--- config.mk ---
export PLATFORM = sky130hd
export DESIGN_NAME = temp_poll_ctrl
export DESIGN_NICKNAME = d
export VERILOG_FILES = /design/src/rtl/temp_poll_ctrl.sv
export SDC_FILE = /design/constraint.sdc
export NUM_CORES = 1
export LEC_CHECK = 0
export CORE_MARGIN = 10
export CORE_UTILIZATION = 55
export CTS_CLUSTER_DIAMETER = 100
export DETAILED_ROUTE_END_ITERATION = 10
export PLACE_DENSITY = 0.83
export SLEW_MARGIN = 5
export SYNTH_ARGS = -nofsm -noshare
export SYNTH_HDL_FRONTEND = slang
export SYNTH_SLANG_ARGS = --single-unit
--- constraint.sdc ---
create_clock -name clk_100MHz_i -period 4.3 [get_ports clk_100MHz_i]
set_input_delay 1.075 -clock clk_100MHz_i [delete_from_list [all_inputs] [get_ports clk_100MHz_i]]
set_output_delay 1.075 -clock clk_100MHz_i [all_outputs]
set_load 0.1 [all_outputs]
--- src/rtl/temp_poll_ctrl.sv ---
// temp_poll_ctrl
//   Periodic temperature-sensor poll scheduler. It issues one read to the
//   sensor through the I2C master every POLL_CYCLES clocks, or sooner on
//   force_i. It watches each transaction with a timeout and turns the raw
//   reading into a clamped 0..99 degC integer for the seven-segment driver.
//
//   Optional build macro: TEMP_POLL_AVG_EN
//     defined   : the display value is the truncated mean of the last four
//                 good samples. The first good sample after reset fills the
//                 whole window.
//     undefined : the display value is the latest clamped sample.
//
// Ports
//   clk_100MHz_i   in   system clock
//   rst_n_i        in   asynchronous active-low reset
//   force_i        in   one-cycle request for an immediate poll
//   i2c_busy_i     in   I2C master busy; holds off a new start
//   i2c_done_i     in   one-cycle transaction complete
//   i2c_ack_err_i  in   NACK flag, qualified by i2c_done_i
//   i2c_rdata_i    in   raw sensor word; bits [15:3] are 1/16 degC, two's complement
//   i2c_start_o    out  one-cycle transaction start (registered)
//   i2c_addr_o     out  constant SENSOR_ADDR
//   temp_data_o    out  display temperature, 0..99
//   valid_o        out  at least one good sample since reset
//   err_o          out  last transaction failed
//   err_cnt_o      out  failed-transaction count, saturating at 255
module temp_poll_ctrl #(
  parameter int unsigned POLL_CYCLES    = 100_000_000,
  parameter int unsigned TIMEOUT_CYCLES = 1_000_000,
  parameter logic [6:0]  SENSOR_ADDR    = 7'h4B
) (
  input  logic        clk_100MHz_i,
  input  logic        rst_n_i,
  input  logic        force_i,
  input  logic        i2c_busy_i,
  input  logic        i2c_done_i,
  input  logic        i2c_ack_err_i,
  input  logic [15:0] i2c_rdata_i,
  output logic        i2c_start_o,
  output logic [6:0]  i2c_addr_o,
  output logic [7:0]  temp_data_o,
  output logic        valid_o,
  output logic        err_o,
  output logic [7:0]  err_cnt_o
);

  localparam int PW = (POLL_CYCLES    > 1) ? $clog2(POLL_CYCLES)    : 1;
  localparam int TW = (TIMEOUT_CYCLES > 1) ? $clog2(TIMEOUT_CYCLES) : 1;
  localparam logic [PW-1:0] POLL_LAST = PW'(POLL_CYCLES - 1);
  localparam logic [TW-1:0] TO_LAST   = TW'(TIMEOUT_CYCLES - 1);

  typedef enum logic [2:0] {
    ST_WAIT,
    ST_START,
    ST_BUSY,
    ST_LATCH,
    ST_FAIL
  } state_t;

  state_t          r_state, w_next;
  logic [PW-1:0]   r_poll_cnt;
  logic [TW-1:0]   r_to_cnt;
  logic            r_pend;
  logic [6:0]      r_sample;
  logic            r_start;
  logic [7:0]      r_temp;
  logic            r_valid;
  logic            r_err;
  logic [7:0]      r_err_cnt;

  logic            w_poll_tc;
  logic            w_req;
  logic            w_issue;
  logic signed [8:0] w_t;
  logic [6:0]      w_clamp;
  logic            w_unused;

  // Only the integer-degree bits matter; the fraction and flag bits are dropped.
  assign w_unused = ^i2c_rdata_i[6:0];

  assign w_poll_tc = (r_poll_cnt == POLL_LAST);
  // Terminal count is folded in directly so consecutive starts land exactly
  // POLL_CYCLES apart rather than one cycle late through the pend flag.
  assign w_req     = r_pend | w_poll_tc;
  assign w_issue   = (r_state == ST_WAIT) && (w_next == ST_START);

  // Floor of degC is raw[15:7] as a signed 9-bit value; clamp to 0..99.
  assign w_t = $signed(i2c_rdata_i[15:7]);
  always_comb begin
    w_clamp = w_t[6:0];
    if (w_t[8])
      w_clamp = 7'd0;
    else if (w_t > 9'sd99)
      w_clamp = 7'd99;
  end

  // ---------------------------------------------------------------- FSM
  always_ff @(posedge clk_100MHz_i or negedge rst_n_i) begin
    if (!rst_n_i) r_state <= ST_WAIT;
    else          r_state <= w_next;
  end

  always_comb begin
    w_next = r_state;
    case (r_state)
      ST_WAIT:  if (w_req && !i2c_busy_i) w_next = ST_START;
      ST_START: w_next = ST_BUSY;
      ST_BUSY: begin
        // A done pulse wins over an expiring timeout in the same cycle.
        if (i2c_done_i)            w_next = i2c_ack_err_i ? ST_FAIL : ST_LATCH;
        else if (r_to_cnt == '0)   w_next = ST_FAIL;
      end
      ST_LATCH: w_next = ST_WAIT;
      ST_FAIL:  w_next = ST_WAIT;
      default:  w_next = ST_WAIT;
    endcase
  end

  // ------------------------------------------------ poll counter / pend
  always_ff @(posedge clk_100MHz_i or negedge rst_n_i) begin
    if (!rst_n_i) begin
      r_poll_cnt <= '0;
      r_pend     <= 1'b1;
    end else begin
      if (w_issue || w_poll_tc) r_poll_cnt <= '0;
      else                      r_poll_cnt <= r_poll_cnt + 1'b1;

      // The START cycle consumes the request; a force arriving in that same
      // cycle belongs to the next transaction.
      if (r_state == ST_START)        r_pend <= force_i;
      else if (force_i || w_poll_tc)  r_pend <= 1'b1;
    end
  end

  // ---------------------------------------------------- timeout counter
  always_ff @(posedge clk_100MHz_i or negedge rst_n_i) begin
    if (!rst_n_i)
      r_to_cnt <= '0;
    else if (r_state == ST_START)
      r_to_cnt <= TO_LAST;
    else if (r_state == ST_BUSY && r_to_cnt != '0)
      r_to_cnt <= r_to_cnt - 1'b1;
  end

  // ------------------------------------------------------ sample capture
  always_ff @(posedge clk_100MHz_i or negedge rst_n_i) begin
    if (!rst_n_i)
      r_sample <= '0;
    else if (r_state == ST_BUSY && i2c_done_i && !i2c_ack_err_i)
      r_sample <= w_clamp;
  end

  // ------------------------------------------------------- display value
`ifdef TEMP_POLL_AVG_EN
  // Entry 0 is the newest. The new mean uses the incoming sample plus the three
  // newest held entries, i.e. the window as it stands after the shift.
  logic [3:0][6:0] r_hist;
  logic [9:0]      w_sum;

  always_comb begin
    w_sum = {1'b0, r_sample, 2'b00};
    if (r_valid)
      w_sum = 10'(r_sample) + 10'(r_hist[0]) + 10'(r_hist[1]) + 10'(r_hist[2]);
  end

  always_ff @(posedge clk_100MHz_i or negedge rst_n_i) begin
    if (!rst_n_i) begin
      r_hist <= '0;
      r_temp <= '0;
    end else if (r_state == ST_LATCH) begin
      r_hist <= r_valid ? {r_hist[2:0], r_sample} : {4{r_sample}};
      r_temp <= 8'(w_sum >> 2);
    end
  end
`else
  always_ff @(posedge clk_100MHz_i or negedge rst_n_i) begin
    if (!rst_n_i)
      r_temp <= '0;
    else if (r_state == ST_LATCH)
      r_temp <= {1'b0, r_sample};
  end
`endif

  // ----------------------------------------------------- status outputs
  always_ff @(posedge clk_100MHz_i or negedge rst_n_i) begin
    if (!rst_n_i) begin
      r_start   <= 1'b0;
      r_valid   <= 1'b0;
      r_err     <= 1'b0;
      r_err_cnt <= '0;
    end else begin
      // Registered copy of "in START", so the pulse lines up with that state.
      r_start <= w_issue;
      if (r_state == ST_LATCH) begin
        r_valid <= 1'b1;
        r_err   <= 1'b0;
      end
      if (r_state == ST_FAIL) begin
        r_err <= 1'b1;
        if (r_err_cnt != 8'hFF) r_err_cnt <= r_err_cnt + 8'd1;
      end
    end
  end

  assign i2c_start_o = r_start;
  assign i2c_addr_o  = SENSOR_ADDR;
  assign temp_data_o = r_temp;
  assign valid_o     = r_valid;
  assign err_o       = r_err;
  assign err_cnt_o   = r_err_cnt;

endmodule

# [Word-level counts from Yosys, hierarchy flattened]
# Cells that the tools add are included.
[word_totals] output_inout_bits=26 input_bits=22 n_memories=0 reg_bits=76 romBits=0 word_cells=52 ram_bits=0 latch_bits=0
[op_classes] order_cmp=1 n_mul=0 addsub=3 muxes=14 bitwise=1 reduce_logical=16 div=0 eq_ne=7 n_shift=0
[ops] cell="$mux W20" count=2
[ops] cell="$add A27 B1 Y27 const B" count=1
[ops] cell="$eq A27 B27 Y1 const B" count=1
[ops] cell="$mux W27" count=1
[ops] cell="$logic_not A20 Y1" count=1
[ops] cell="$reduce_bool A20 Y1" count=1
[ops] cell="$sub A20 B1 Y20 const B" count=1
[ops] cell="$mux W7" count=2
[ops] cell="$mux W3" count=4
[ops] cell="$gt A9 B8 Y1 const B" count=1
[ops] cell="$pmux W3 S3" count=1
[ops] cell="$add A8 B1 Y8 const B" count=1
[ops] cell="$ne A8 B8 Y1 const B" count=1
[ops] cell="$eq A3 B1 Y1 const B" count=2
[ops] cell="$eq A3 B2 Y1 const B" count=2
[ops] cell="$reduce_bool A2 Y1" count=3
[ops] cell="$logic_and A1 B1 Y1" count=5
[ops] cell="$mux W1" count=4
[ops] cell="$eq A3 B3 Y1 const B" count=1
[ops] cell="$logic_not A3 Y1" count=1
[ops] cell="$logic_not A1 Y1" count=2
[ops] cell="$logic_or A1 B1 Y1" count=2
[ops] cell="$reduce_and A2 Y1" count=1
[ops] cell="$or A1 B1 Y1" count=1

# [Longest topological paths before layout]
[logic_depth] word_depth=9 mapped_depth=8 mapped_depth_nobuf=7

# [Least setup slack after synthesis]
# Ideal clock, no wire load.
[synth_timing] kind="reg-to-reg" start="reg r_err_cnt[3] (netlist: err_cnt_o[3])" end="reg r_err_cnt[1] (netlist: err_cnt_o[1])" stages_incl_launch_ff=5 n_path_buf=0 arrival_ns=1.965 period_less_slack_ns=2.091 setup_slack_ns=2.209 path_cell_list="dfrtp_1 > and4_1 > nand4_1 > nand2_1 > mux2_2"
[synth_between] elab_chain_len=2
[synth_lines] item="start, declared" line_no="69" text="logic [7:0] r_err_cnt;"
[synth_lines] item="start signal, assigned" line_no="200" text="if (r_err_cnt != 8'hFF) r_err_cnt <= r_err_cnt + 8'd1;"
[synth_lines] item="$ne A8 B8 Y1" line_no="200"
[synth_lines] item="$reduce_and A2 Y1 (no line)"
# No other way between the ends.
# A chain may end at the register's enable or synchronous reset.

# [Worst setup path after layout]
[layout_timing] start="reg r_err_cnt[2] (netlist: err_cnt_o[2])" end="out err_cnt_o[2]"
[layout_rtl] item="end, declared" line_no="44" text="output logic [7:0] err_cnt_o"
# No word-level cell between the ends.

==> flow_summary_export.csv <==
group,metric,value,unit
route,drc,0,
timing,period_needed,3.067,ns
die,die_x,102.1,um
worst_setup_path,max_stage_delay,1.19,ns
clocking,cts_tree,"done",
clocking,insertion_delay,0.34,ns
global_route,antenna_found_initial,0,
clocking,ctsResizeCount,0,
timing,setup_violations,0,
clocking,clock_path_buffers,2,
final_layout,num-nets-final,421,
clocking,post_cts_buffers,0,
global_route,grt-ovfl-total,0,
worst_setup_path,crit_arrival,1.99,ns
synth,yosysSeqAreaShare,51.32,%
synth,synth_top_area_share,50.61,%
synth,synth_compound_area_share,7.760,%
synth,synth_top_family_by_area,"simple AND/OR/NAND/NOR gates",
timing,hold_viol,0,
clocking,clkTransAtPathRegs,0.08,ns
die,pin_count,48,
final_layout,fillers,514,
worst_setup_path,startpoint_type,"register",
final_layout,regArea,0.001903,mm2
synth,ys.flop_type,"dfrtp_1",
die,rows,29,
clocking,cts.sinks,76,
synth,syn_area,0.003709,mm2
timing,finalCritPeriodShare,71.33,%
synth,synthesis.instances,364,
worst_setup_path,critPathBufInv,1,
final_layout,finish.instance_area,0.004244,mm2
timing,slew_viol_final,0,
final_layout,synthToLayoutAreaGrowth,14.44,%
global_route,track_usage,14.86,%
route,firstDrtPassIters,4,
place,postPlaceCellArea,0.004044,mm2
route,routedWlPerCell,15.26,um
synth,yosys.area_share.simple,23.65,%
place,gp_congestion,0.8571,
min_path,hp-class,"register to register",
synth,synth_xor_area_share,8.738,%
timing,skew,0.005717,ns
route,antenna_left,0,
route,viasPerCell,5.742,
synth,syn_avg_cell_area,10.19,um2
synth,synth_fa_ha_area_share,1.012,%
clocking,cts_root_buf,"clkbuf_8",
timing,max_freq,326.0,MHz
timing,rsz0062_at_grt,"false",
synth,synth_edf_count,0,
route,num_vias,2739,
worst_setup_path,cp-end-kind,"primary output",
die,start_util,57.42,%
die,die_y,102.1,um
die,core,0.006459,mm2
route,drt_iter0_markers,101,
flow_run,drv_cap,0,
worst_setup_path,path_class,"register to primary output",
synth,synthTopCellsByArea,"dfrtp_1 (51%), nor2_1 (5.8%), xor2_1 (4.5%), xnor2_1 (4.3%), nand2_1 (3.0%)",
final_layout,multi_input_area,0.001697,mm2
place,dp_hpwl,5.105,mm
synth,synthMuxAreaShare,3.779,%
synth,synth.ff_latch_count,76,
worst_setup_path,path_max_fanout,6,
clocking,numCtsBuffers,9,
global_route,grt_pass1_vias,2661,
final_layout,drive_gt1_share,8.500,%
clocking,htreeDepth,3,
power_and_ir_drop,p_leak,1.867,nW
global_route,grt_max_degree,77,
worst_setup_path,critical_path.top_delay_family,"buffers and inverters",
clocking,ctsHoldBuffers,0,
timing,max_slew_margin,33.24,%
die,die-area,0.01043,mm2
synth,ys_warn_count,0,
synth,synth_cell_types,51,
place,portBuffers,32,
worst_setup_path,slowest_stage,"clkdlybuf4s50_1",
power_and_ir_drop,ir_worst_vdd,0.3822,mV
status,status,"complete, no violations",
global_route,grt_pass1_wl,12.61,mm
synth,async_flop_share,100.0,%
worst_setup_path,crit_required,3.22,ns
timing,tightest_slew,0.9983,ns
power_and_ir_drop,cellPowerDensity,554.9,mW/mm2
final_layout,antenna_cells,0,
timing,finalSetupTns,0,ns
route,drt-total-wl,7.277,mm
synth,synth_top_cell_by_area,"dfrtp_1",
worst_setup_path,cp_cell_sequence,"clkdlybuf4s50_1",
stage by stage:
step	total power, mW	std cells	hold slack (ns)	setup WS (ns)	util, %
floorplan	1.617	370	0.4446	2.209	-
global placement	1.797	462	0.4503	1.475	62.61
detailed placement	1.824	462	0.4696	1.401	62.61
CTS	2.378	477	0.4851	1.215	65.71
finish	2.355	477	0.4748	1.233	65.71
global route	2.470	477	0.4972	1.172	65.71
cell usage in the layout, fill, tap and decap left out, types with 4 or more instances in the layout:
cell	n
dfrtp_1	75
nor2_1	57
clkdlybuf4s50_1	31
nand2_1	30
xor2_1	19
nand3_1	18
xnor2_1	18
clkbuf_8	11
nor4_1	9
nand4_1	9
a21oi_1	8
nor3_1	8
mux2_2	8
conb_1	8
inv_1	6
and3_1	6
o21ai_0	6
a211oi_1	6
and4_1	5
mux2i_1	5
nor2b_1	4
o31ai_1	4
cells in the mapped netlist, types with 4 or more instances:
| cell | number |
|---|---|
| a211oi_1 | 6 |
| a21oi_1 | 8 |
| and3_1 | 6 |
| and4_1 | 5 |
| buf_2 | 5 |
| buf_4 | 9 |
| dfrtp_1 | 75 |
| inv_1 | 6 |
| mux2_2 | 8 |
| mux2i_1 | 5 |
| nand2_1 | 30 |
| nand3_1 | 18 |
| nand4_1 | 9 |
| nor2_1 | 57 |
| nor2b_1 | 4 |
| nor3_1 | 8 |
| nor4_1 | 9 |
| o21ai_0 | 6 |
| o31ai_1 | 4 |
| xnor2_1 | 18 |
| xor2_1 | 19 |
sequential cells by signal (all words and copies together), names as in the netlist:
signal       cells
r_pend           1
r_state          3
r_poll_cnt      27
err_o            1
r_to_cnt        20
temp_data_o      7
err_cnt_o        8
r_sample         7
i2c_start_o      1
valid_o          1
cell families (layout without fill, tap and decap cells):
kind of cell	Yosys count	count (layout)
flops	76	76
fa+ha+maj	3	3
xor+xnor	37	37
simple gates	169	169
compound gates	40	40
mux	13	13
buf+inv	24	54
other cells	2	8
power breakdown:
part | internal [mW] | leakage [nW] | switching (mW)
Combinational | 0.232 | 0.793 | 0.619
Sequential | 0.843 | 0.969 | 0.117
Clock | 0.296 | 0.105 | 0.249
layer usage:
layer  part of all wire [%]  wire (um)  vias up  track usage, %
li1                       -          -     1323               -
met1                     45       3262     1343           18.92
met2                     49       3585       63           23.70
met3                    4.8        350       10           3.846
met4                    1.1         78        0           5.857
met5                      0          0        -               0
layout make-up:
class | count | area share (%)
clock buffers | 11 | 3.567
clock inverters | 4 | 1.150
inverters | 6 | 0.5307
multi-input cells | 270 | 39.98
flip-flops and latches | 76 | 44.84
well taps | 77 | 2.270
repair buffers | 33 | 7.665
worst paths after layout:
path | start | endpoint | slack [ns] | depth (start not counted)
min in group asynchronous | rst_n_i | r_poll_cnt[22] | 0.85 | 1
worst min-delay path | valid_o | valid_o | 0.47 | 1
max in group asynchronous | rst_n_i | r_to_cnt[17] | 2.83 | 1
worst max-delay path | err_cnt_o[2] | err_cnt_o[2] | 1.23 | 1
worst min register to register | valid_o | valid_o | 0.47 | 1
worst max register to register | r_poll_cnt[0] | r_poll_cnt[22] | 1.76 | 6
No activity file was read; power rests on OpenSTA's default activity.
